==> config.mk <==
export PLATFORM = sky130hd
export DESIGN_NAME = score_draw_ctrl_flat
export DESIGN_NICKNAME = d
export VERILOG_FILES = /design/src/rtl/score_draw_if.sv /design/src/rtl/score_draw_ctrl.sv /design/src/flat_wrapper.sv
export SDC_FILE = /design/constraint.sdc
export NUM_CORES = 1
export LEC_CHECK = 0
export ABC_AREA = 1
export CORE_MARGIN = 4
export CORE_UTILIZATION = 57
export DETAILED_ROUTE_END_ITERATION = 7
export PLACE_DENSITY = 0.86
export SKIP_LAST_GASP = 1
export SYNTH_ARGS = -nofsm -noshare
export SYNTH_HDL_FRONTEND = slang
export SYNTH_SLANG_ARGS = --single-unit
==> constraint.sdc <==
create_clock -name clock -period 7 [get_ports clock]
set_clock_uncertainty 0.2 [all_clocks]
set_input_delay 1.05 -clock clock [delete_from_list [all_inputs] [get_ports clock]]
set_output_delay 1.05 -clock clock [all_outputs]
set_load 0.05 [all_outputs]
==> src/rtl/score_draw_if.sv <==
// Signal bundle between a score-draw requester, the score glyph ROM and score_draw_ctrl.
// The requester/ROM side uses the master modport; the controller uses the slave modport.
interface score_draw_if;
  logic        start;
  logic [13:0] score;
  logic [7:0]  origin_x;
  logic [6:0]  origin_y;
  logic [4:0]  rom_id;
  logic [3:0]  rom_i;
  logic [7:0]  rom_j;
  logic [14:0] rom_colour;
  logic        plot;
  logic [7:0]  plot_x;
  logic [6:0]  plot_y;
  logic [2:0]  plot_colour;
  logic        busy;
  logic        done;

  modport master (
    output start, score, origin_x, origin_y, rom_colour,
    input  rom_id, rom_i, rom_j, plot, plot_x, plot_y, plot_colour, busy, done
  );

  modport slave (
    input  start, score, origin_x, origin_y, rom_colour,
    output rom_id, rom_i, rom_j, plot, plot_x, plot_y, plot_colour, busy, done
  );
endinterface

==> src/rtl/score_draw_ctrl.sv <==
// Draws a saturated 4-digit decimal score by sweeping the score glyph ROM and emitting plot strobes.
// Optional feature: define SCORE_TRANSPARENT_EN to suppress plots of black (colour 0) glyph pixels.
module score_draw_ctrl #(
  parameter int GLYPH_H     = 24,
  parameter int DIGIT_PITCH = 18,
  parameter int ROM_LATENCY = 1
) (
  input logic         clock,
  input logic         reset,
  score_draw_if.slave bus
);

  typedef enum logic [2:0] {IDLE, CONVERT, DRAW, FLUSH, DONE} state_t;

  state_t      state, state_next;

  logic [13:0] bin;
  logic [15:0] bcd;
  logic [15:0] bcd_adj;
  logic [3:0]  bit_cnt;
  logic [7:0]  org_x;
  logic [6:0]  org_y;
  logic [1:0]  dig;
  logic [3:0]  col;
  logic [7:0]  row;
  logic [1:0]  flush_cnt;

  logic        accept;
  logic        draw_last;
  logic [13:0] score_sat;
  logic [3:0]  digit_val;
  logic [7:0]  x_calc;
  logic [6:0]  y_calc;

  logic        valid_pipe [ROM_LATENCY];
  logic [7:0]  x_pipe     [ROM_LATENCY];
  logic [6:0]  y_pipe     [ROM_LATENCY];
  logic        valid_out;
  logic        unused_bits;

  assign score_sat = (bus.score > 14'd9999) ? 14'd9999 : bus.score;
  assign digit_val = bcd[{dig, 2'b00} +: 4];
  assign draw_last = (dig == 2'd0) && (row == 8'(GLYPH_H - 1)) && (col == 4'hF);

  // Digit 3 is the leftmost (thousands) glyph, so its screen offset is zero.
  assign x_calc = org_x + 8'(32'(2'd3 - dig) * DIGIT_PITCH) + {4'd0, col};
  assign y_calc = org_y + row[6:0];

  // Double-dabble correction: every nibble of 5 or more gets +3 before the shift.
  always_comb begin
    bcd_adj = bcd;
    for (int n = 0; n < 4; n++) begin
      if (bcd[4*n +: 4] >= 4'd5) begin
        bcd_adj[4*n +: 4] = bcd[4*n +: 4] + 4'd3;
      end
    end
  end

  always_ff @(posedge clock or negedge reset) begin
    if (!reset) begin
      state <= IDLE;
    end else begin
      state <= state_next;
    end
  end

  always_comb begin
    state_next = state;
    accept     = 1'b0;
    bus.busy   = 1'b0;
    bus.done   = 1'b0;
    case (state)
      IDLE: begin
        if (bus.start) begin
          accept     = 1'b1;
          state_next = CONVERT;
        end
      end
      CONVERT: begin
        bus.busy = 1'b1;
        if (bit_cnt == 4'd13) begin
          state_next = DRAW;
        end
      end
      DRAW: begin
        bus.busy = 1'b1;
        if (draw_last) begin
          state_next = FLUSH;
        end
      end
      FLUSH: begin
        bus.busy = 1'b1;
        if (flush_cnt == 2'(ROM_LATENCY - 1)) begin
          state_next = DONE;
        end
      end
      DONE: begin
        bus.done   = 1'b1;
        state_next = IDLE;
      end
      default: state_next = IDLE;
    endcase
  end

  // Conversion shift register, sweep counters and latched origin.
  always_ff @(posedge clock or negedge reset) begin
    if (!reset) begin
      bin       <= '0;
      bcd       <= '0;
      bit_cnt   <= '0;
      org_x     <= '0;
      org_y     <= '0;
      dig       <= '0;
      col       <= '0;
      row       <= '0;
      flush_cnt <= '0;
    end else begin
      case (state)
        IDLE: begin
          if (accept) begin
            bin     <= score_sat;
            bcd     <= '0;
            bit_cnt <= '0;
            org_x   <= bus.origin_x;
            org_y   <= bus.origin_y;
            dig     <= 2'd3;
            col     <= '0;
            row     <= '0;
          end
        end
        CONVERT: begin
          bcd     <= {bcd_adj[14:0], bin[13]};
          bin     <= {bin[12:0], 1'b0};
          bit_cnt <= bit_cnt + 4'd1;
        end
        DRAW: begin
          flush_cnt <= '0;
          col       <= col + 4'd1;
          if (col == 4'hF) begin
            if (row == 8'(GLYPH_H - 1)) begin
              row <= '0;
              dig <= dig - 2'd1;
            end else begin
              row <= row + 8'd1;
            end
          end
        end
        FLUSH: begin
          flush_cnt <= flush_cnt + 2'd1;
        end
        default: begin
        end
      endcase
    end
  end

  // Coordinates travel alongside the ROM address so they meet the returned colour.
  always_ff @(posedge clock or negedge reset) begin
    if (!reset) begin
      for (int k = 0; k < ROM_LATENCY; k++) begin
        valid_pipe[k] <= 1'b0;
        x_pipe[k]     <= '0;
        y_pipe[k]     <= '0;
      end
    end else begin
      valid_pipe[0] <= (state == DRAW);
      x_pipe[0]     <= x_calc;
      y_pipe[0]     <= y_calc;
      for (int k = 1; k < ROM_LATENCY; k++) begin
        valid_pipe[k] <= valid_pipe[k-1];
        x_pipe[k]     <= x_pipe[k-1];
        y_pipe[k]     <= y_pipe[k-1];
      end
    end
  end

  assign valid_out = valid_pipe[ROM_LATENCY-1];

`ifdef SCORE_TRANSPARENT_EN
  assign bus.plot = valid_out & (|bus.rom_colour[2:0]);
`else
  assign bus.plot = valid_out;
`endif

  assign bus.plot_x      = x_pipe[ROM_LATENCY-1];
  assign bus.plot_y      = y_pipe[ROM_LATENCY-1];
  assign bus.plot_colour = valid_out ? bus.rom_colour[2:0] : 3'd0;

  assign bus.rom_id = {1'b0, digit_val};
  assign bus.rom_i  = col;
  assign bus.rom_j  = row;

  // Upper ROM colour bits fall outside the 3-bit palette; the thousands nibble never overflows.
  assign unused_bits = ^{bus.rom_colour[14:3], bcd_adj[15]};

endmodule

==> src/flat_wrapper.sv <==
// flat-port wrapper written by rule: the top's interface ports become plain ports
module score_draw_ctrl_flat 
#(
  parameter int GLYPH_H     = 24,
  parameter int DIGIT_PITCH = 18,
  parameter int ROM_LATENCY = 1
)
  (clock, reset, bus_start, bus_score, bus_origin_x, bus_origin_y, bus_rom_colour, bus_rom_id, bus_rom_i, bus_rom_j, bus_plot, bus_plot_x, bus_plot_y, bus_plot_colour, bus_busy, bus_done);
  score_draw_if bus_i ();
  input logic clock;
  input logic reset;
  input wire logic [$bits(bus_i.start)-1:0] bus_start;
  input wire logic [$bits(bus_i.score)-1:0] bus_score;
  input wire logic [$bits(bus_i.origin_x)-1:0] bus_origin_x;
  input wire logic [$bits(bus_i.origin_y)-1:0] bus_origin_y;
  input wire logic [$bits(bus_i.rom_colour)-1:0] bus_rom_colour;
  output wire logic [$bits(bus_i.rom_id)-1:0] bus_rom_id;
  output wire logic [$bits(bus_i.rom_i)-1:0] bus_rom_i;
  output wire logic [$bits(bus_i.rom_j)-1:0] bus_rom_j;
  output wire logic [$bits(bus_i.plot)-1:0] bus_plot;
  output wire logic [$bits(bus_i.plot_x)-1:0] bus_plot_x;
  output wire logic [$bits(bus_i.plot_y)-1:0] bus_plot_y;
  output wire logic [$bits(bus_i.plot_colour)-1:0] bus_plot_colour;
  output wire logic [$bits(bus_i.busy)-1:0] bus_busy;
  output wire logic [$bits(bus_i.done)-1:0] bus_done;
  assign bus_i.start = bus_start;
  assign bus_i.score = bus_score;
  assign bus_i.origin_x = bus_origin_x;
  assign bus_i.origin_y = bus_origin_y;
  assign bus_i.rom_colour = bus_rom_colour;
  assign bus_rom_id = bus_i.rom_id;
  assign bus_rom_i = bus_i.rom_i;
  assign bus_rom_j = bus_i.rom_j;
  assign bus_plot = bus_i.plot;
  assign bus_plot_x = bus_i.plot_x;
  assign bus_plot_y = bus_i.plot_y;
  assign bus_plot_colour = bus_i.plot_colour;
  assign bus_busy = bus_i.busy;
  assign bus_done = bus_i.done;
  score_draw_ctrl #(.GLYPH_H(GLYPH_H), .DIGIT_PITCH(DIGIT_PITCH), .ROM_LATENCY(ROM_LATENCY)) u_core (.clock(clock), .reset(reset), .bus(bus_i));
endmodule
==> impl_metrics.ini, run 1 <==
[status]
outcome = finished, final reports clean

[power]
power_density_nw_per_um2 = 159.0
power.net_switching_mw = 0.2199
cell_internal_pwr_mw = 0.6796
clkPwrFrac_pct = 41.0
p_seq_share_pct = 54.3
p_leak_nw = 2.913
combPwrFrac_pct = 4.8
irDropWorstVdd_v = 0.00009032
swShare_pct = 24.45

[global_routing]
grt_overflow_total = 0
use_met2_pct = 37.40
grt_pass1_vias = 4027
grt_max_degree = 85
gr-max-usage-layer = met2
grt_pass1_wl_mm = 18.07
grt_antenna_before_repair = 0
grt_usage_pct = 22.56
grt_util_met3_pct = 4.742
use_met1_pct = 29.30

[yosys]
synth_edf_count = 0
syn_nets = 659
async_reset_ff_share_pct = 100.0
yosysSeqAreaShare_pct = 44.63
syn-cell-area_um2 = 4710
ys.flop_type = dfrtp_1
ys_seq_elements = 84
ys.warnings.count = 0
synthCells = 578
syn_area_per_cell_um2 = 8.148
yosysUniqueCellTypes = 37

[layout]
area_growth_pct = 20.11
finalNetCount = 729
drive_above_1_share_pct = 5.819
diodes = 0
layout_commonest_cell = nand2_1
layout_common_cells = nand2_1 (177), dfrtp_1 (84), clkdlybuf4s50_1 (70)
post-route-util_pct = 71.72
fillers = 573

[clock_tree]
cts_tree = yes
holdBufCountCts = 0
clk_pin_slew_worst_paths_ns = 0.09
cts_resized = 0
htree_num_levels = 3
ctsRootBufferMaster = clkbuf_8
cts-buffers-inserted = 9
clkLatencyLatePin_ns = 0.36
cts_max_path_buffers = 2
cts_sinks = 84
cts_setup_buffers = 0

[sta]
slew_headroom_pct = 30.30
slew_viol_final = 0
worst_slew_pin_slew_ns = 1.045
period_needed_ns = 3.658
rsz0062_at_grt = no
setup_tns_ns = 0
post-route-period-util_pct = 52.25
setup_violations = 0
fmax_mhz = 273.4
hold_viol = 0

[worst_hold_path]
hold_depth = 2
hp-class = reg -> reg

[routing]
detail-route-antenna-nets = 0
first_pass_iters = 5
drc = 0
drt_iter0_drc = 226
wire_per_inst_um = 13.98
routed_via_density = 5.490
vias = 4145
wl_mm = 10.56

[worst_setup_path]
required_ns = 5.75
cp-start-kind = primary input
crit_type = in -> out
end_kind = output port
r2r_cells = 8
path_max_fanout = 1
crit_arrival_ns = 2.41

[placement]
dp_hpwl_mm = 7.330
gp_congestion = 0.8944
portBuffers = 71

[die]
die-area_um2 = 9780
rows = 32
die_y_um = 98.90
coreArea_um2 = 7888
ioPinCount = 85
die_w_um = 98.90
start_util_pct = 59.71

[flow_run]
drv_cap = 0
-- registers in the layout (all words and copies together) (netlist names) --
| name | cells |
|---|---|
| u_core.bus.rom_i | 4 |
| u_core.dig | 2 |
| u_core.bus.plot_x | 8 |
| u_core.bit_cnt | 4 |
| u_core.bus.rom_j | 8 |
| u_core.org_y | 7 |
| u_core.bcd | 16 |
| u_core.bus.plot | 1 |
| u_core.bus.plot_y | 7 |
| u_core.org_x | 8 |
| u_core.flush_cnt | 2 |
| u_core.bin | 14 |
| u_core.state | 3 |
-- path summary, 6_finish.rpt --
check                                           startpoint                        endpoint  slack [ns]
max                                      bus_rom_colour[2]              bus_plot_colour[2]        3.34
min                            u_core.org_y[2]$_DFFE_PN0P_     u_core.org_y[2]$_DFFE_PN0P_        0.29
max reg2reg                u_core.bus.rom_i[1]$_DFFE_PN0P_  u_core.bus.plot_x[5]$_DFF_PN0_        4.59
min reg2reg                    u_core.org_y[2]$_DFFE_PN0P_     u_core.org_y[2]$_DFFE_PN0P_        0.29
max in group asynchronous                            reset   u_core.bit_cnt[1]$_DFFE_PN0P_        5.26
min in group asynchronous                            reset  u_core.bus.plot_y[2]$_DFF_PN0_        0.66
-- power groups by stage --
stage	combinational (mW)	clock, mW	sequential, mW
floorplan	0.0115	0	0.498
CTS	0.0436	0.372	0.488
detailed placement	0.0434	0	0.498
global placement	0.0428	0	0.498
global route	0.0478	0.395	0.489
finish	0.0428	0.368	0.488
-- cells in the mapped netlist (2+ instances only) --
master	n	area (um2)
o22ai_1	8	50.05
o21ai_0	40	200.2
inv_2	3	11.26
buf_6	4	45.04
nand2_4	3	33.78
nand2_1	177	664.4
nor3_1	4	20.02
xnor2_1	2	17.52
buf_4	5	37.54
clkbuf_1	2	7.510
nand3_4	2	35.03
nand4_1	9	56.30
a21oi_1	27	135.1
or2_2	3	18.77
xor2_1	11	96.34
nor2_1	43	161.4
nand3_1	31	155.2
o21ai_2	3	26.28
dfrtp_1	84	2102
fa_1	4	80.08
inv_1	66	247.7
nor2_4	2	22.52
o211ai_1	2	15.01
ha_1	30	375.4
-- per-stage QoR --
step	setup slack [ns]	std cells	hold WS [ns]	area, um2	total power [mW]
floorplan	4.032	578	0.2492	4710	0.5092
global placement	3.362	739	0.2627	5450	0.5405
detailed placement	3.332	739	0.2706	5450	0.5413
CTS	3.325	755	0.2950	5657	0.9035
global route	3.146	755	0.3180	5657	0.9319
finish	3.342	755	0.2915	5657	0.8995
-- area by class of cell --
class / instances / area, um2 / area share (%)
Multi-Input combinational cell: 411 / 2243 / 39.66
Sequential cell: 84 / 2102 / 37.16
Timing Repair Buffer: 71 / 708.2 / 12.52
Inverter: 71 / 269.0 / 4.756
Tap cell: 102 / 127.6 / 2.256
Clock buffer: 9 / 123.9 / 2.190
Clock inverter: 7 / 82.58 / 1.460
-- metal layers --
metal | vias up | routed length [um]
li1 | 1993 | -
met1 | 1966 | 4524
met2 | 157 | 5139
met3 | 29 | 656
met4 | 0 | 238
met5 | - | 0
-- worst max-delay path, stage by stage --
cell             delay, ns
clkdlybuf4s50_1       0.46
nand2_1               0.06
inv_1                 0.05
clkdlybuf4s50_1       0.79
-- kinds of logic (layout without fill, tap and decap cells) --
group | Yosys count | count (layout) | synth area share, %
AND/OR/NAND/NOR | 277 | 277 | 25.27
AO/OA/AOI/OAI | 86 | 86 | 10.20
flip-flops | 84 | 84 | 44.63
buffers and inverters | 83 | 158 | 7.731
adder cells (fa/ha/maj) | 34 | 34 | 9.671
XOR/XNOR | 13 | 13 | 2.418
other | 1 | 1 | 0.07963
Note: power is estimated with default switching activity, not from simulation.
==> run 2: changes to the inputs <==
CORE_UTILIZATION = 53   (was 57)
PLACE_DENSITY = 0.8   (was 0.86)
clock period = 3.5 ns   (was 7 ns; I/O delays follow)
==> impl_metrics.ini, run 2 (synthesis results as in run 1) <==
[placement]
gp_congestion = 0.8459
portBuffers = 71
dp.cells = 746
dp_hpwl_mm = 7.350

[global_routing]
grt_max_degree = 85
grt_usage_pct = 21.25
grt_antenna_before_repair = 0
grt_overflow_total = 0
grt_pass1_vias = 4037
grt_pass1_wl_mm = 17.85

[die]
die_y_um = 102.3
die_w_um = 102.3
die-area_um2 = 10460
start_util_pct = 54.27
rows = 34
ioPinCount = 85
coreArea_um2 = 8678

[clock_tree]
cts_sinks = 84
clkLatencyLatePin_ns = 0.36
cts_max_path_buffers = 2
htree_num_levels = 3
clk_pin_slew_worst_paths_ns = 0.09
cts_setup_buffers = 0
cts-buffers-inserted = 9
ctsRootBufferMaster = clkbuf_8
cts_tree = yes
cts_resized = 0
holdBufCountCts = 0

[sta]
setup_tns_ns = 0
fmax_mhz = 320.6
post-route-period-util_pct = 89.12
setup_violations = 0
slew_viol_final = 0
period_needed_ns = 3.119
rsz0062_at_grt = no
worst_slew_pin_slew_ns = 1.031
slew_headroom_pct = 31.29
hold_viol = 0

[routing]
wire_per_inst_um = 13.53
drc = 0
drt_iter0_drc = 234
first_pass_iters = 4
detail-route-antenna-nets = 0
vias = 4009
wl_mm = 10.31
routed_via_density = 5.261

[power]
clkPwrFrac_pct = 40.1
p_seq_share_pct = 55.1
combPwrFrac_pct = 4.8
p_leak_nw = 2.905
power_density_nw_per_um2 = 312.8
swShare_pct = 23.86
irDropWorstVdd_v = 0.0002664
cell_internal_pwr_mw = 1.349
power.net_switching_mw = 0.4227

[worst_setup_path]
r2r_cells = 9
cpPeakStageDelay_ns = 0.82
r2r_start = u_core.bus.rom_i[1]$_DFFE_PN0P_
cp-start-kind = flip-flop
crit_arrival_ns = 2.39
required_ns = 2.77
path_cells = inv_1, o21ai_0, a21oi_1, a21oi_1, clkdlybuf4s50_1
slowest_stage = clkdlybuf4s50_1
ff2ff_setup_slack_ns = 1.09
crit_type = reg -> out
cp_common_cell = a21oi_1
path_max_fanout = 15
end_kind = output port
timing.rr.end = u_core.bus.plot_x[7]$_DFF_PN0_

[layout]
layout_commonest_cell = nand2_1
stdcell_count = 762
layout_common_cells = nand2_1 (177), dfrtp_1 (84), clkdlybuf4s50_1 (70)
largest_reg_flops = 16
diodes = 0
regMostFlops = u_core.bcd
fillers = 736
multi_input_area_um2 = 2243
area_growth_pct = 20.27
seq_area_um2 = 2102
drive_above_1_share_pct = 5.963
top_regs = u_core.bcd: 16 flops, u_core.bin: 14 flops
finalNetCount = 730

[status]
outcome = finished, final reports clean

[flow_run]
drv_cap = 0

[worst_hold_path]
hp-class = in -> async
run 2: cell types whose count changed in the layout (fill, tap and decap cells not counted):
cell        delta
buf_4          +1
clkinvlp_4     +2
inv_8          -2
run 2: how the worst max path moves through the flow:
| stage | start | endpoint |
|---|---|---|
| floorplan | u_core.bus.rom_i[1]$_DFFE_PN0P_ | u_core.bus.plot_x[5]$_DFF_PN0_ |
| detailed placement | u_core.dig[0]$_DFFE_PN0P_ | bus_rom_id[1] |
| finish | u_core.dig[0]$_DFFE_PN0P_ | bus_rom_id[1] |
| global route | u_core.dig[0]$_DFFE_PN0P_ | bus_rom_id[3] |
| global placement | u_core.dig[0]$_DFFE_PN0P_ | bus_rom_id[1] |
| CTS | u_core.dig[0]$_DFFE_PN0P_ | bus_rom_id[1] |
run 2: layout make-up:
type                            count  area share, %
Multi-Input combinational cell    411          39.61
Sequential cell                    84          37.11
Timing Repair Buffer               72          12.64
Inverter                           71          4.749
Tap cell                          108          2.386
Clock buffer                        9          2.187
Clock inverter                      7          1.325
run 2: worst max-delay path, delay by kind of cell, from the launching register on:
| kind | cells | cell delay, ns |
|---|---|---|
| compound gates | 3 | 0.46 |
| buf+inv | 2 | 1.09 |
| flops | 1 | 0.49 |
run 2: power groups by stage:
stage	Sequential [mW]	Combinational [mW]	Clock, mW
global route	0.977	0.0951	0.769
CTS	0.976	0.0872	0.722
detailed placement	0.996	0.0866	0
global placement	0.995	0.0862	0
floorplan	0.995	0.0230	0
finish	0.976	0.0849	0.710
run 2: layer usage:
metal | global-route usage [%] | vias up | share of wire [%]
li1 | - | 1991 | -
met3 | 3.345 | 15 | 4.4
met1 | 27.27 | 1915 | 44
met2 | 36.53 | 88 | 50
met5 | 0 | - | 0
met4 | 7.467 | 0 | 1.5
run 2: through the flow:
step	util (%)	total power, mW	worst slack (ns)	instance area [um2]	hold WS, ns
6_report	65.27	1.772	0.3808	5664	0.1325
2_1_floorplan	-	1.018	0.9017	4710	0.02941
3_3_place_gp	62.98	1.082	0.7985	5465	0.2615
4_1_cts	65.27	1.785	0.3834	5664	0.1815
3_5_place_dp	62.98	1.082	0.7746	5465	0.2652
5_1_grt	65.27	1.841	0.2554	5664	0.2363
==> run 3: changes to the inputs <==
CORE_MARGIN = unset   (was 4)
==> impl_metrics.ini, run 3 (synthesis results as in run 1) <==
[flow_run]
drv_cap = 0

[die]
ioPinCount = 85
start_util_pct = 54.27
die_w_um = 96.27
die_y_um = 96.27
rows = 34
die-area_um2 = 9267
coreArea_um2 = 8678

[sta]
slew_viol_final = 0
slew_headroom_pct = 31.02
fmax_mhz = 319.1
worst_slew_pin_slew_ns = 1.035
setup_violations = 0
setup_tns_ns = 0
period_needed_ns = 3.134
post-route-period-util_pct = 89.53
hold_viol = 0
rsz0062_at_grt = no

[routing]
routed_via_density = 5.224
drt_iter0_drc = 219
vias = 3981
detail-route-antenna-nets = 0
first_pass_iters = 7
wire_per_inst_um = 13.30
drc = 1
wl_mm = 10.13

[layout]
fillers = 764
largest_reg_flops = 16
drive_above_1_share_pct = 5.505
layout_commonest_cell = nand2_1
top_regs = u_core.bcd: 16 flops, u_core.bin: 14 flops
finalNetCount = 730
regMostFlops = u_core.bcd
post-route-util_pct = 65.22
area_growth_pct = 20.19
layout_common_cells = nand2_1 (177), dfrtp_1 (84), clkdlybuf4s50_1 (70)
diodes = 0

[worst_setup_path]
required_ns = 2.77
cp-start-kind = flip-flop
path_max_fanout = 15
crit_type = reg -> out
end_kind = output port
crit_arrival_ns = 2.41

[clock_tree]
cts_max_path_buffers = 2
htree_num_levels = 3
clk_pin_slew_worst_paths_ns = 0.08
cts_tree = yes
cts_setup_buffers = 0
cts_sinks = 84
clkLatencyLatePin_ns = 0.36
holdBufCountCts = 0
ctsRootBufferMaster = clkbuf_8
cts-buffers-inserted = 9
cts_resized = 0

[global_routing]
use_met2_pct = 40.19
grt_util_met3_pct = 6.082
grt_antenna_before_repair = 0
grt_max_degree = 85
grt_overflow_total = 0
use_met1_pct = 32.13
grt_pass1_vias = 3831
gr-max-usage-layer = met2
grt_usage_pct = 24.78
grt_pass1_wl_mm = 17.29

[power]
cell_internal_pwr_mw = 1.367
swShare_pct = 22.35
clkPwrFrac_pct = 39.6
power_density_nw_per_um2 = 311.1
p_seq_share_pct = 55.4
p_leak_nw = 2.907
power.net_switching_mw = 0.3934
irDropWorstVdd_v = 0.0001939
combPwrFrac_pct = 4.9

[placement]
dp_hpwl_mm = 7.226
portBuffers = 71
gp_congestion = 0.8374

[status]
failed_checks = design-rule violations
outcome = complete, but fails checks

[worst_hold_path]
hp-class = in -> async
-- run 3: cell types whose count changed in the layout (fill, tap and decap cells not counted), sizes merged --
cell | previous run | this run
clkbuf | 9 | 13
clkinvlp | 3 | 1
inv | 72 | 70
-- run 3: path summary, 6_finish.rpt --
check	from	endpoint	slack [ns]	depth (start not counted)
worst max-delay path	u_core.dig[0]$_DFFE_PN0P_	bus_rom_id[2]	0.37	5
worst min-delay path	reset	u_core.bus.plot_x[5]$_DFF_PN0_	0.14	1
worst max register to register	u_core.bus.rom_i[1]$_DFFE_PN0P_	u_core.bus.plot_x[7]$_DFF_PN0_	1.06	9
worst min register to register	u_core.bin[9]$_DFFE_PN0P_	u_core.bin[9]$_DFFE_PN0P_	0.28	2
max in group asynchronous	reset	u_core.bus.rom_j[3]$_DFFE_PN0P_	2.30	1
min in group clock	u_core.bin[9]$_DFFE_PN0P_	u_core.bin[9]$_DFFE_PN0P_	0.28	2
-- run 3: layer usage --
layer / part of all wire, % / wire, um
met5: 0 / 0
met4: 2.4 / 242
met3: 4.0 / 408
met2: 49 / 4930
met1: 45 / 4549
-- run 3: stage by stage --
step           setup WS, ns  hold WS (ns)  area, um2  power [mW]  std cells
2_1_floorplan        0.9017       0.02941       4710       1.018        578
3_3_place_gp         0.8023        0.2612       5465       1.083        746
3_5_place_dp         0.7487        0.2649       5465       1.084        746
4_1_cts              0.3396        0.1859       5660       1.783        762
5_1_grt              0.1235        0.2272       5660       1.836        762
6_report             0.3664        0.1355       5660       1.761        762
-- run 3: critical path: stages (launching register included) --
cell and delay, ns:
dfrtp_1 0.48, inv_1 0.27, o21ai_0 0.23, a21oi_1 0.06, a21oi_1 0.18, clkdlybuf4s50_1 0.83
-- run 3: layout make-up --
type                    instances  area (um2)  area share, %
clock inverters                 3       46.29         0.8179
flip-flops and latches         84        2102          37.14
inverters                      71       269.0          4.752
well taps                     108       135.1          2.387
multi-input cells             411        2243          39.63
repair buffers                 72       715.7          12.64
clock buffers                  13       148.9          2.630
-- run 3: power by group through the flow --
stage / Combinational [mW] / Clock, mW / Sequential [mW]
3_3_place_gp: 0.0879 / 0 / 0.995
4_1_cts: 0.0890 / 0.718 / 0.976
3_5_place_dp: 0.0884 / 0 / 0.996
6_report: 0.0865 / 0.698 / 0.976
2_1_floorplan: 0.0230 / 0 / 0.995
5_1_grt: 0.0964 / 0.763 / 0.977
